## src/rtl/nr_sig_div_if.sv

```systemverilog
// Handshake and operand/result bundle for the non-restoring significand divider.
interface nr_sig_div_if #(
    parameter int WIDTH = 24
);
    logic             start;
    logic [WIDTH-1:0] dividend_sig;
    logic [WIDTH-1:0] divisor_sig;
    logic             busy;
    logic             valid;
    logic [WIDTH-1:0] quotient;
    logic             sticky;
    logic             div_zero;

    modport master (
        output start, dividend_sig, divisor_sig,
        input  busy, valid, quotient, sticky, div_zero
    );

    modport slave (
        input  start, dividend_sig, divisor_sig,
        output busy, valid, quotient, sticky, div_zero
    );
endinterface

```

## src/rtl/nr_sig_div.sv

```systemverilog
// Iterative non-restoring significand divider: one quotient bit per clock,
// 24-bit quotient plus sticky for the single-precision DIV path.
module nr_sig_div #(
    parameter int WIDTH = 24
) (
    input  logic         clk,
    input  logic         rst,
    nr_sig_div_if.slave  bus
);
    // Two guard bits keep 2R +/- B representable for legal inputs (A < 2B).
    localparam int RW    = WIDTH + 2;
    localparam int CNT_W = $clog2(WIDTH);

    typedef enum logic [1:0] {IDLE, CALC, DONE} state_t;

    state_t                  state, state_nxt;
    logic signed [RW-1:0]    rem_r;
    logic signed [RW-1:0]    div_r;
    logic [CNT_W-1:0]        cnt;
    logic [WIDTH-1:0]        q_r;
    logic                    dz_r;

    // One non-restoring step: add back on a negative remainder, else subtract.
    function automatic logic signed [RW-1:0] nr_step(
        input logic signed [RW-1:0] rem,
        input logic signed [RW-1:0] d
    );
        logic signed [RW-1:0] dbl;
        dbl = rem <<< 1;
        return rem[RW-1] ? (dbl + d) : (dbl - d);
    endfunction

    // Sticky from the corrected (non-negative) final remainder.
    function automatic logic rem_nonzero(
        input logic signed [RW-1:0] rem,
        input logic signed [RW-1:0] d
    );
        logic signed [RW-1:0] fix;
        fix = rem[RW-1] ? (rem + d) : rem;
        return (fix != '0);
    endfunction

    // State register.
    always_ff @(posedge clk) begin
        if (rst) state <= IDLE;
        else     state <= state_nxt;
    end

    // Next-state logic.
    always_comb begin
        state_nxt = state;
        case (state)
            IDLE:    if (bus.start) state_nxt = CALC;
            CALC:    if (cnt == '0) state_nxt = DONE;
            DONE:    state_nxt = IDLE;
            default: state_nxt = IDLE;
        endcase
    end

    assign bus.busy = (state != IDLE);

    // Datapath: operand capture, iteration, and result publication.
    always_ff @(posedge clk) begin
        if (rst) begin
            rem_r        <= '0;
            div_r        <= '0;
            cnt          <= '0;
            q_r          <= '0;
            dz_r         <= 1'b0;
            bus.valid    <= 1'b0;
            bus.quotient <= '0;
            bus.sticky   <= 1'b0;
            bus.div_zero <= 1'b0;
        end else begin
            bus.valid <= 1'b0;
            case (state)
                IDLE: begin
                    if (bus.start) begin
                        div_r <= $signed({2'b00, bus.divisor_sig});
                        dz_r  <= (bus.divisor_sig == '0);
                        rem_r <= $signed({2'b00, bus.dividend_sig})
                               - $signed({2'b00, bus.divisor_sig});
                        cnt   <= CNT_W'(WIDTH - 1);
                    end
                end
                CALC: begin
                    q_r[cnt] <= ~rem_r[RW-1];
                    if (cnt != '0) begin
                        rem_r <= nr_step(rem_r, div_r);
                        cnt   <= cnt - 1'b1;
                    end
                end
                DONE: begin
                    // A zero divisor forces the saturated quotient and drops the iteration result.
                    bus.quotient <= dz_r ? '1 : q_r;
                    bus.sticky   <= dz_r ? 1'b0 : rem_nonzero(rem_r, div_r);
                    bus.div_zero <= dz_r;
                    bus.valid    <= 1'b1;
                end
                default: ;
            endcase
        end
    end
endmodule

```

## src/flat_wrapper.sv

```systemverilog
// flat-port wrapper written by rule: the top's interface ports become plain ports
module nr_sig_div_flat 
#(
    parameter int WIDTH = 24
)
  (clk, rst, bus_start, bus_dividend_sig, bus_divisor_sig, bus_busy, bus_valid, bus_quotient, bus_sticky, bus_div_zero);
  nr_sig_div_if #(.WIDTH(WIDTH)) bus_i ();
  input  logic clk;
  input  logic rst;
  input wire logic [$bits(bus_i.start)-1:0] bus_start;
  input wire logic [$bits(bus_i.dividend_sig)-1:0] bus_dividend_sig;
  input wire logic [$bits(bus_i.divisor_sig)-1:0] bus_divisor_sig;
  output wire logic [$bits(bus_i.busy)-1:0] bus_busy;
  output wire logic [$bits(bus_i.valid)-1:0] bus_valid;
  output wire logic [$bits(bus_i.quotient)-1:0] bus_quotient;
  output wire logic [$bits(bus_i.sticky)-1:0] bus_sticky;
  output wire logic [$bits(bus_i.div_zero)-1:0] bus_div_zero;
  assign bus_i.start = bus_start;
  assign bus_i.dividend_sig = bus_dividend_sig;
  assign bus_i.divisor_sig = bus_divisor_sig;
  assign bus_busy = bus_i.busy;
  assign bus_valid = bus_i.valid;
  assign bus_quotient = bus_i.quotient;
  assign bus_sticky = bus_i.sticky;
  assign bus_div_zero = bus_i.div_zero;
  nr_sig_div #(.WIDTH(WIDTH)) u_core (.clk(clk), .rst(rst), .bus(bus_i));
endmodule
```

## config.mk

```make
export PLATFORM = sky130hd
export DESIGN_NAME = nr_sig_div_flat
export DESIGN_NICKNAME = d
export VERILOG_FILES = /design/src/rtl/nr_sig_div_if.sv /design/src/rtl/nr_sig_div.sv /design/src/flat_wrapper.sv
export SDC_FILE = /design/constraint.sdc
export NUM_CORES = 1
export LEC_CHECK = 0
export ABC_AREA = 1
export CAP_MARGIN = 5
export CORE_ASPECT_RATIO = 1.4
export CORE_UTILIZATION = 50
export CTS_CLUSTER_DIAMETER = 60
export DETAILED_ROUTE_END_ITERATION = 7
export GPL_TIMING_DRIVEN = 0
export PLACE_DENSITY = 0.72
export SLEW_MARGIN = 5
export SYNTH_ARGS = -nofsm -noshare
export SYNTH_HDL_FRONTEND = slang
export SYNTH_SLANG_ARGS = --single-unit
```

## constraint.sdc

```tcl
create_clock -name clk -period 2 [get_ports clk]
set_clock_uncertainty 0.05 [all_clocks]
set_input_delay 0.4 -clock clk [delete_from_list [all_inputs] [get_ports clk]]
set_output_delay 0.4 -clock clk [all_outputs]
set_load 0.01 [all_outputs]
```

==> metrics.md, run 1 <==
| Metric | Value |
|---|---|
| Met2 wirelength from detailed routing | around 22000 um |
| Cell type of the slowest stage on the worst timing path | sky130_fd_sc_hd__dfxtp_4 |
| Routed wire length per instance | around 21 um |
| Maximum operating frequency | around 390 MHz |
| Placed wire-length estimate after detailed placement | roughly 32000 um |
| DR DRC count | 0 |
| Routed length on met1 | between 15000 and 20000 um |
| Iteration-0 DRC count of the detailed router | between 1000 and 1500 |
| Area of the core | approximately 0.021 mm2 |
| Fraction of final layout cells sized beyond drive strength 1 | 30.2% |
| Via count of the first global-routing pass | 12379 |
| Remaining antenna violation count | 0 |
| CTS Buffer Depth | 2 |
| Uppermost layer routed | met4 |
| Starting utilization of the core area | about half |
| Capturing point of the worst reg2reg path | u_core.rem_r[22] |
| Launch point of the worst hold path | bus_divisor_sig[9] |
| Crit Path Max Fanout | 4 |
| Dominant delay contributor by cell family on the critical path | simple AND/OR/NAND/NOR gates |
| Category of the worst setup path launch point | register |
| Final-layout worst hold slack | between 0.3 and 0.4 ns |
| Largest net degree at the start of global routing | 21 |
| Routed WL | ~45000 um |
| Mapped Area | 0.0108 mm2 |
| Main flop type after synthesis | sky130_fd_sc_hd__dfxtp_1 |
| Total number of nets in the final design | approximately 2100 |
| Initial DRT Pass Iterations | 6 |
| Area enclosed by the die boundary | 0.0221 mm2 |
| Worst Max-Slew Pin Slew | a little under 0.8 ns |
| Yosys warns | 0 |
| Run status | finished with violations |
| Leftover overflow at the end of global routing | 0 |
| Number of primary I/O pins | 79 |
| Number of failing hold endpoints at the final stage | 0 |
| Number of buffers inserted by hold repair at cts | 0 |
| Cell depth of the worst flop-to-flop path | 16 |
| Period Utilization, post-route | 128% |
| H-tree levels | 3 |
| Number of enable-type register cells in the synthesized netlist | 0 |
| Setup slack, reg-to-reg | -0.57 ns |
| Number of core rows | 63 |
| Crit Path Class | register to register |
| Unique cell type count in the Yosys netlist | just under 50 |
| Setup repair after global routing missed its margin | yes |
| Maximum vdd drop | ~0.00048 V |
| Num CTS Buffers | 9 |
| Final WS setup | -0.568 ns |
| Overall track demand over capacity in global routing | 36.8% |
| Vias per Instance | roughly 6 |
| Chip Height | 176 um |
| Kind of end point of the critical path | register |
| Global-route wire length before repair | 63300 um |
| Maximum single-stage delay on the critical path | approximately 0.4 ns |
| Power density over the cells | about 800 mW/mm2 |
| Final cell count without fillers | 2218 |
| Buffers plus inverters on the worst setup path | 3 |
| MaxCap Viol Count | 0 |
| Most prevalent standard cell on the critical path | sky130_fd_sc_hd__nand2_1 |
| Post-Syn Nets | 1949 |
| Arrival time of the worst setup path | around 2.8 ns |
| Share of flip-flops with an asynchronous set or reset after synthesis | 0% |
| Clock-pin transition on the worst setup and hold timing paths | about 0.080 ns |
| Final worst path period need | ~2.6 ns |
| Violations in the final reports | negative setup slack |
| Syn Area/Cell | ~6 um2 |
| Placer congestion estimate | roughly 1.0 |
| Sinks on Clock Net | about 110 |
| Beginning of the worst register-to-register path | u_core.rem_r[0] |
| Crit path cell chain | inv_1 > fa_2 > nor2_1 > nand2_1 > nand2_4 > a21boi_4 > inv_2 > nand2_1 > o211ai_1 > xor2_1 > nand2_1 > nand2_2 > nand2_1 > nand3_1 > nand2_1 > inv_1 |
| Antenna diode count | 0 |
| Master cell of the clock root buffer | sky130_fd_sc_hd__clkbuf_16 |
| Worst Hold Path Cells | 3 |
| Count of endpoints failing setup in the final report | 24 |
| Count of input and output buffers | 77 |
| Relative max-transition margin | between 40% and 50% |
| TritonCTS clock tree | yes |
| Via count | between 10000 and 15000 |
| Cell leakage power | 6.71 nW |
| Critical path depth in cells | 16 |
| Required time at the worst-slack endpoint | 2.27 ns |
| Sequential area share after synthesis | about a fifth |
| Core utilization of the finished layout | around 72% |
| Worst Hold Path EP | u_core.div_r[9] |
| Accumulated negative setup slack | -6.68 ns |
| Total placed cells including tap cells | between 2000 and 2500 |
| Final count of pins violating max slew | 0 |
| P&R area growth vs syn | 42.0% |
| Routed length on met3 | ~3600 um |
| Count of state elements after synthesis | roughly 110 |
| Die Wd | roughly 130 um |
| Path category of the worst min-delay check | primary input to register |
| Post-place setup slack | -1.23 ns |
| Cell count after synthesis | around 1800 |
| Clock latency reported for the late side of the worst-skew pair | approximately 0.37 ns |
| Initial antenna violation count | 0 |
worst max-delay path by stage:
stage | start | endpoint
detailed placement | bus_divisor_sig[17] | u_core.rem_r[23]
floorplan | u_core.div_r[1] | u_core.rem_r[25]
global placement | bus_divisor_sig[18] | u_core.rem_r[23]
CTS | u_core.rem_r[0] | u_core.bus.sticky
global route | u_core.div_r[3] | u_core.rem_r[22]
finish | u_core.rem_r[0] | u_core.rem_r[22]
metal layers:
| layer | up-vias | track usage [%] |
|---|---|---|
| met4 | 0 | 27.8 |
| met1 | 6363 | 42.4 |
| met5 | - | 0 |
| met2 | 757 | 63.0 |
| li1 | 6275 | - |
| met3 | 260 | 3.59 |
sequential cells by signal (all words and copies together), names as in the netlist:
register             flops
u_core.bus.sticky        1
u_core.cnt               5
u_core.bus.quotient     24
u_core.rem_r            26
u_core.div_r            24
u_core.state             2
u_core.bus.div_zero      1
u_core.dz_r              1
u_core.q_r              24
u_core.bus.valid         1
final cells by class:
type	count	area [um2]
plain buffers	53	330
repair buffers	149	1360
inverters	254	1010
clock inverters	6	68.8
flip-flops and latches	109	2320
well taps	260	325
multi-input cells	1377	9610
clock buffers	10	239
fillers	1729	5850
metrics by stage:
stage / power (mW) / area [um2]
finish: 12.3 / 15300
global route: 12.9 / 15300
CTS: 10.2 / 13300
detailed placement: 7.61 / 11900
global placement: 7.56 / 11900
floorplan: 6.13 / 10800
worst reg2reg max path, delay by kind of cell, from the launching register on:
kind | cells | cell delay [ns]
and+or+nand+nor | 9 | 0.88
DFF | 1 | 0.40
adders and majority gates | 1 | 0.39
AOI/OAI and AO/OA | 2 | 0.36
buffers and inverters | 3 | 0.27
xor gates and xnor gates | 1 | 0.19
cells in the mapped netlist (all sizes together) (7+ instances only):
cell,count,area [um2]
nand2,420,1590
inv,253,950
a21oi,201,1030
o21ai,188,952
nor2,184,693
dfxtp,109,2180
nand3,102,510
ha,99,1240
clkbuf,34,129
nor3,31,165
xor2,27,236
nand4,26,163
a31oi,22,138
buf,21,125
a21o,11,82.6
nor4,10,68.8
o21bai,10,78.8
a21boi,7,67.6
kinds of logic after synthesis:
group | synth area share (%)
simple gates | 30.1
compound gates | 23.6
buf+inv | 11.2
flops | 20.3
fa+ha+maj | 12.3
xor+xnor | 2.53
where the power goes:
group / switching [mW] / internal, mW / leakage (nW)
clock: 0.935 / 0.918 / 0.147
sequential: 0.378 / 2.38 / 0.916
combinational: 4.78 / 2.88 / 5.65
cells in the final DEF, fill, tap and decap left out, drive strengths merged, types with 22 or more instances in the layout:
cell / instances
nand2: 420
inv: 255
a21oi: 201
o21ai: 188
nor2: 184
dfxtp: 109
nand3: 102
ha: 99
buf: 91
clkdlybuf4s50: 50
clkbuf: 45
nor3: 31
xor2: 27
nand4: 26
a31oi: 22
repair_timing:
item,in CTS,in global routing
endpoints found under the setup margin,51,72
cloned,1,0
gates resized for setup,283,445
hold endpoints to repair,0,0
setup buffers,25,46
pin swaps,46,143
No activity file was read; power rests on OpenSTA's default activity.
==> run 2: changes to the inputs <==
==> constraint.sdc (replaced) <==
create_clock -name clk -period 2 [get_ports clk]
set_clock_uncertainty 0.05 [all_clocks]
set_input_delay 0.4 -clock clk [delete_from_list [all_inputs] [get_ports clk]]
set_output_delay 0.4 -clock clk [all_outputs]
set_load 0.1 [all_outputs]
==> run 2 against run 1 <==
  * The flow still finishes with violations (negative setup slack)
  * Worst hold slack improved by 0.0025 ns
  * Sequential share of layout area rose by 0.34 points
  * Cell count fell by 0.18%
  * Critical path depth fell by 1
  * Power fell by 3.2%
  * Via count fell by 2.5%
  * Fmax rose by 8.3%
  * Critical endpoint is now u_core.bus.sticky
  * Largest power group unchanged
==> metrics.md, run 2 (synthesis gave the netlist of run 1 again) <==
| Metric | Value |
|---|---|
| Timing startpoint of the critical path | u_core.div_r[11] |
| Count of input and output buffers | 77 (unchanged) |
| FILL cells | 1811 (+4.7%) |
| Final worst path period need | 2.37 ns (-0.198 ns) |
| Most common cell after layout, fill and taps aside | sky130_fd_sc_hd__nand2_1 |
| Initial DRT Pass Iterations | 5 (-1) |
| Master cell of the clock root buffer | sky130_fd_sc_hd__clkbuf_16 |
| Overall track demand over capacity in global routing | 36.9% (about the same) |
| Vias per Instance | 6.01 (-2.3%) |
| Chip Height | 176 um (unchanged) |
| MaxCap Viol Count | 0 (unchanged) |
| Power density over the cells | 798 mW/mm2 (-0.66%) |
| Most prevalent standard cell on the critical path | sky130_fd_sc_hd__nand2_1 |
| Iteration-0 DRC count of the detailed router | 966 (-11%) |
| Initial antenna violation count | 0 (unchanged) |
| Sinks on Clock Net | 109 (unchanged) |
| DR DRC count | 0 (unchanged) |
| TritonCTS clock tree | yes |
| Routed wire length per instance | 19.7 um (-4.0%) |
| Setup repair after global routing missed its margin | yes |
| Via count of the first global-routing pass | 12382 (+0.024%) |
| Run status | finished with violations |
| End of the critical path | u_core.bus.sticky |
| Maximum operating frequency | 422 MHz (+8.3%) |
| Remaining antenna violation count | 0 (unchanged) |
| Number of primary I/O pins | 79 (unchanged) |
| Final count of pins violating max slew | 0 (unchanged) |
| Cell type of the slowest stage on the worst timing path | sky130_fd_sc_hd__dfxtp_4 |
| Global-route wire length before repair | 63300 um (about the same) |
| Maximum single-stage delay on the critical path | 0.37 ns (-0.03 ns) |
| Worst Max-Slew Pin Slew | 0.967 ns (+0.195 ns) |
| Area of the core | 0.0211 mm2 (unchanged) |
| Crit Path Class | register to register |
| Most frequent cells in the layout | 354 x sky130_fd_sc_hd__nand2_1, 201 x sky130_fd_sc_hd__inv_1, 150 x sky130_fd_sc_hd__a21oi_1, 129 x sky130_fd_sc_hd__o21ai_0, 124 x sky130_fd_sc_hd__nor2_1 |
| Routed WL | 43600 um (-4.2%) |
| Violations in the final reports | negative setup slack |
| Switching pwr | 5.84 mW (-4.3%) |
| Area enclosed by the die boundary | 0.0221 mm2 (unchanged) |
| Core utilization of the finished layout | 70.4% (-1.9 points) |
| Cell leakage power | 6.61 nW (-1.4%) |
| Placer congestion estimate | 1.01 (unchanged) |
| Crit Path Max Fanout | 4 (unchanged) |
| Via count | 13312 (-2.5%) |
| Sw Share | 49.2% (-0.52 points) |
| Required time at the worst-slack endpoint | 2.19 ns (-0.08 ns) |
| Flip-flop count of the largest register, all copies and words added | 26 (unchanged) |
| Relative max-transition margin | 35.8% (-13 points) |
| Fraction of power consumed by the clock network | 15.6% (+0.5 points) |
| Clock latency reported for the late side of the worst-skew pair | 0.37 ns (about the same) |
| Final WS setup | -0.370 ns (+0.198 ns) |
| Starting utilization of the core area | 50.9% (unchanged) |
| Crit path cell chain | buf_12 > ha_4 > nand2_1 > nor2_1 > inv_1 > nor2_1 > nand4_1 > nand4_1 > nand2_1 > inv_1 > nand3_1 > nand2_1 > nand2_1 > o21ai_2 > a21oi_1 |
| Die Wd | 126 um (unchanged) |
| Seq pwr share | 23.2% (+0.7 points) |
| Placed wire-length estimate after detailed placement | 32300 um (unchanged) |
| Setup slack, reg-to-reg | -0.37 ns (+0.20 ns) |
| Arrival time of the worst setup path | 2.56 ns (-0.27 ns) |
| Combinational cell fraction of total power | 61.2% (-1.2 points) |
| Largest net degree at the start of global routing | 21 (unchanged) |
| Clock-pin transition on the worst setup and hold timing paths | 0.09 ns (about the same) |
| Number of core rows | 63 (unchanged) |
| Num CTS Buffers | 9 (unchanged) |
| Category of the worst setup path launch point | register |
| Final-layout worst hold slack | 0.368 ns (+0.00250 ns) |
| Pint | 6.04 mW (-2.2%) |
| Kind of end point of the critical path | register |
| Total number of nets in the final design | 2103 (-0.19%) |
| Fraction of final layout cells sized beyond drive strength 1 | 29.3% (-0.96 points) |
| Leftover overflow at the end of global routing | 0 (unchanged) |
| Number of failing hold endpoints at the final stage | 0 (unchanged) |
| Cell depth of the worst flop-to-flop path | 15 (-1) |
| H-tree levels | 3 (unchanged) |
| Register ranked first by flip-flop count | u_core.rem_r |
| Count of endpoints failing setup in the final report | 23 (-4.2%) |
| Post-place setup slack | -1.23 ns (unchanged) |
| Antenna diode count | 0 (unchanged) |
| Capturing point of the worst reg2reg path | u_core.bus.sticky |
| P&R area growth vs syn | 38.4% |
| Period Utilization, post-route | 119% (-9.9 points) |
| Maximum vdd drop | 0.000471 V (-1.3%) |
| Beginning of the worst register-to-register path | u_core.div_r[11] |
| Path category of the worst min-delay check | primary input to register |
| CTS Buffer Depth | 2 (unchanged) |
run 2: metrics by stage:
stage | total power [mW] | setup TNS [ns] | cell area, um2 | std cells
2_1_floorplan | 6.16 | -0.0786 | 10800 | 1795
3_3_place_gp | 7.60 | -25.34 | 11900 | 2132
3_5_place_dp | 7.64 | -26.34 | 11900 | 2132
4_1_cts | 10.2 | -5.55 | 13300 | 2174
5_1_grt | 12.5 | -7.87 | 14900 | 2214
6_report | 11.9 | -5.76 | 14900 | 2214
run 2: how the worst min path moves through the flow:
stage	start	end	slack, ns	depth (start not counted)
2_1_floorplan	u_core.div_r[10]	u_core.div_r[10]	0.42	2
3_3_place_gp	u_core.bus.quotient[17]	u_core.bus.quotient[17]	0.40	2
3_5_place_dp	u_core.bus.quotient[1]	u_core.bus.quotient[1]	0.40	2
4_1_cts	u_core.bus.quotient[17]	u_core.bus.quotient[17]	0.42	2
5_1_grt	bus_divisor_sig[9]	u_core.div_r[9]	0.41	3
6_report	bus_divisor_sig[9]	u_core.div_r[9]	0.37	3
run 2: power groups by stage:
stage                     combinational (mW)  sequential [mW]  clock [mW]
after floorplan                         3.60             2.56           0
after global placement                  4.93             2.67           0
after detailed placement                4.97             2.67           0
after CTS                               5.68             2.65        1.85
after global routing                    7.80             2.76        1.93
final                                   7.27             2.75        1.85
run 2: routing by layer:
| layer | GRT usage (%) | vias up | wire length [um] |
|---|---|---|---|
| met1 | 42.4 | 6157 | 16300 |
| met2 | 63.1 | 673 | 20700 |
| met4 | 27.9 | 0 | 3520 |
| met5 | 0 | - | 0 |
| met3 | 3.59 | 211 | 3040 |
| li1 | - | 6271 | - |
run 2: layout make-up:
cell class | count | area (um2) | area share (%)
multi-input combinational | 1377 | 9370 | 63.0
clock buffer | 10 | 239 | 1.61
buffer | 54 | 328 | 2.20
sequential | 109 | 2310 | 15.5
clock inverter | 6 | 68.8 | 0.463
inverter | 254 | 1000 | 6.72
tap | 260 | 325 | 2.19
timing repair buffer | 144 | 1230 | 8.30
run 2: what timing repair did:
action / in CTS / in global routing
pin swaps: 46 / 109
resized for setup: 334 / 395
buffers inserted: 25 / 41
hold buffers: 0 / 0
gates cloned: 1 / 0
endpoints found under the setup margin: 79 / 93
run 2: critical path: cells and delay by family (launching register included):
family                   cells  cell delay [ns]
AO/OA/AOI/OAI                2             0.16
adder cells (fa/ha/maj)      1             0.27
buffers and inverters        3             0.26
flip-flops                   1             0.37
AND/OR/NAND/NOR              9             1.11
==> run 3: changes to the inputs <==
--- a/config.mk
+++ b/config.mk
@@ -13,7 +13,6 @@
 export DETAILED_ROUTE_END_ITERATION = 7
 export GPL_TIMING_DRIVEN = 0
 export PLACE_DENSITY = 0.72
-export SLEW_MARGIN = 5
 export SYNTH_ARGS = -nofsm -noshare
 export SYNTH_HDL_FRONTEND = slang
 export SYNTH_SLANG_ARGS = --single-unit
==> results of run 3 <==
Same layout as run 2: the final DEF is identical, and so are final timing and power.
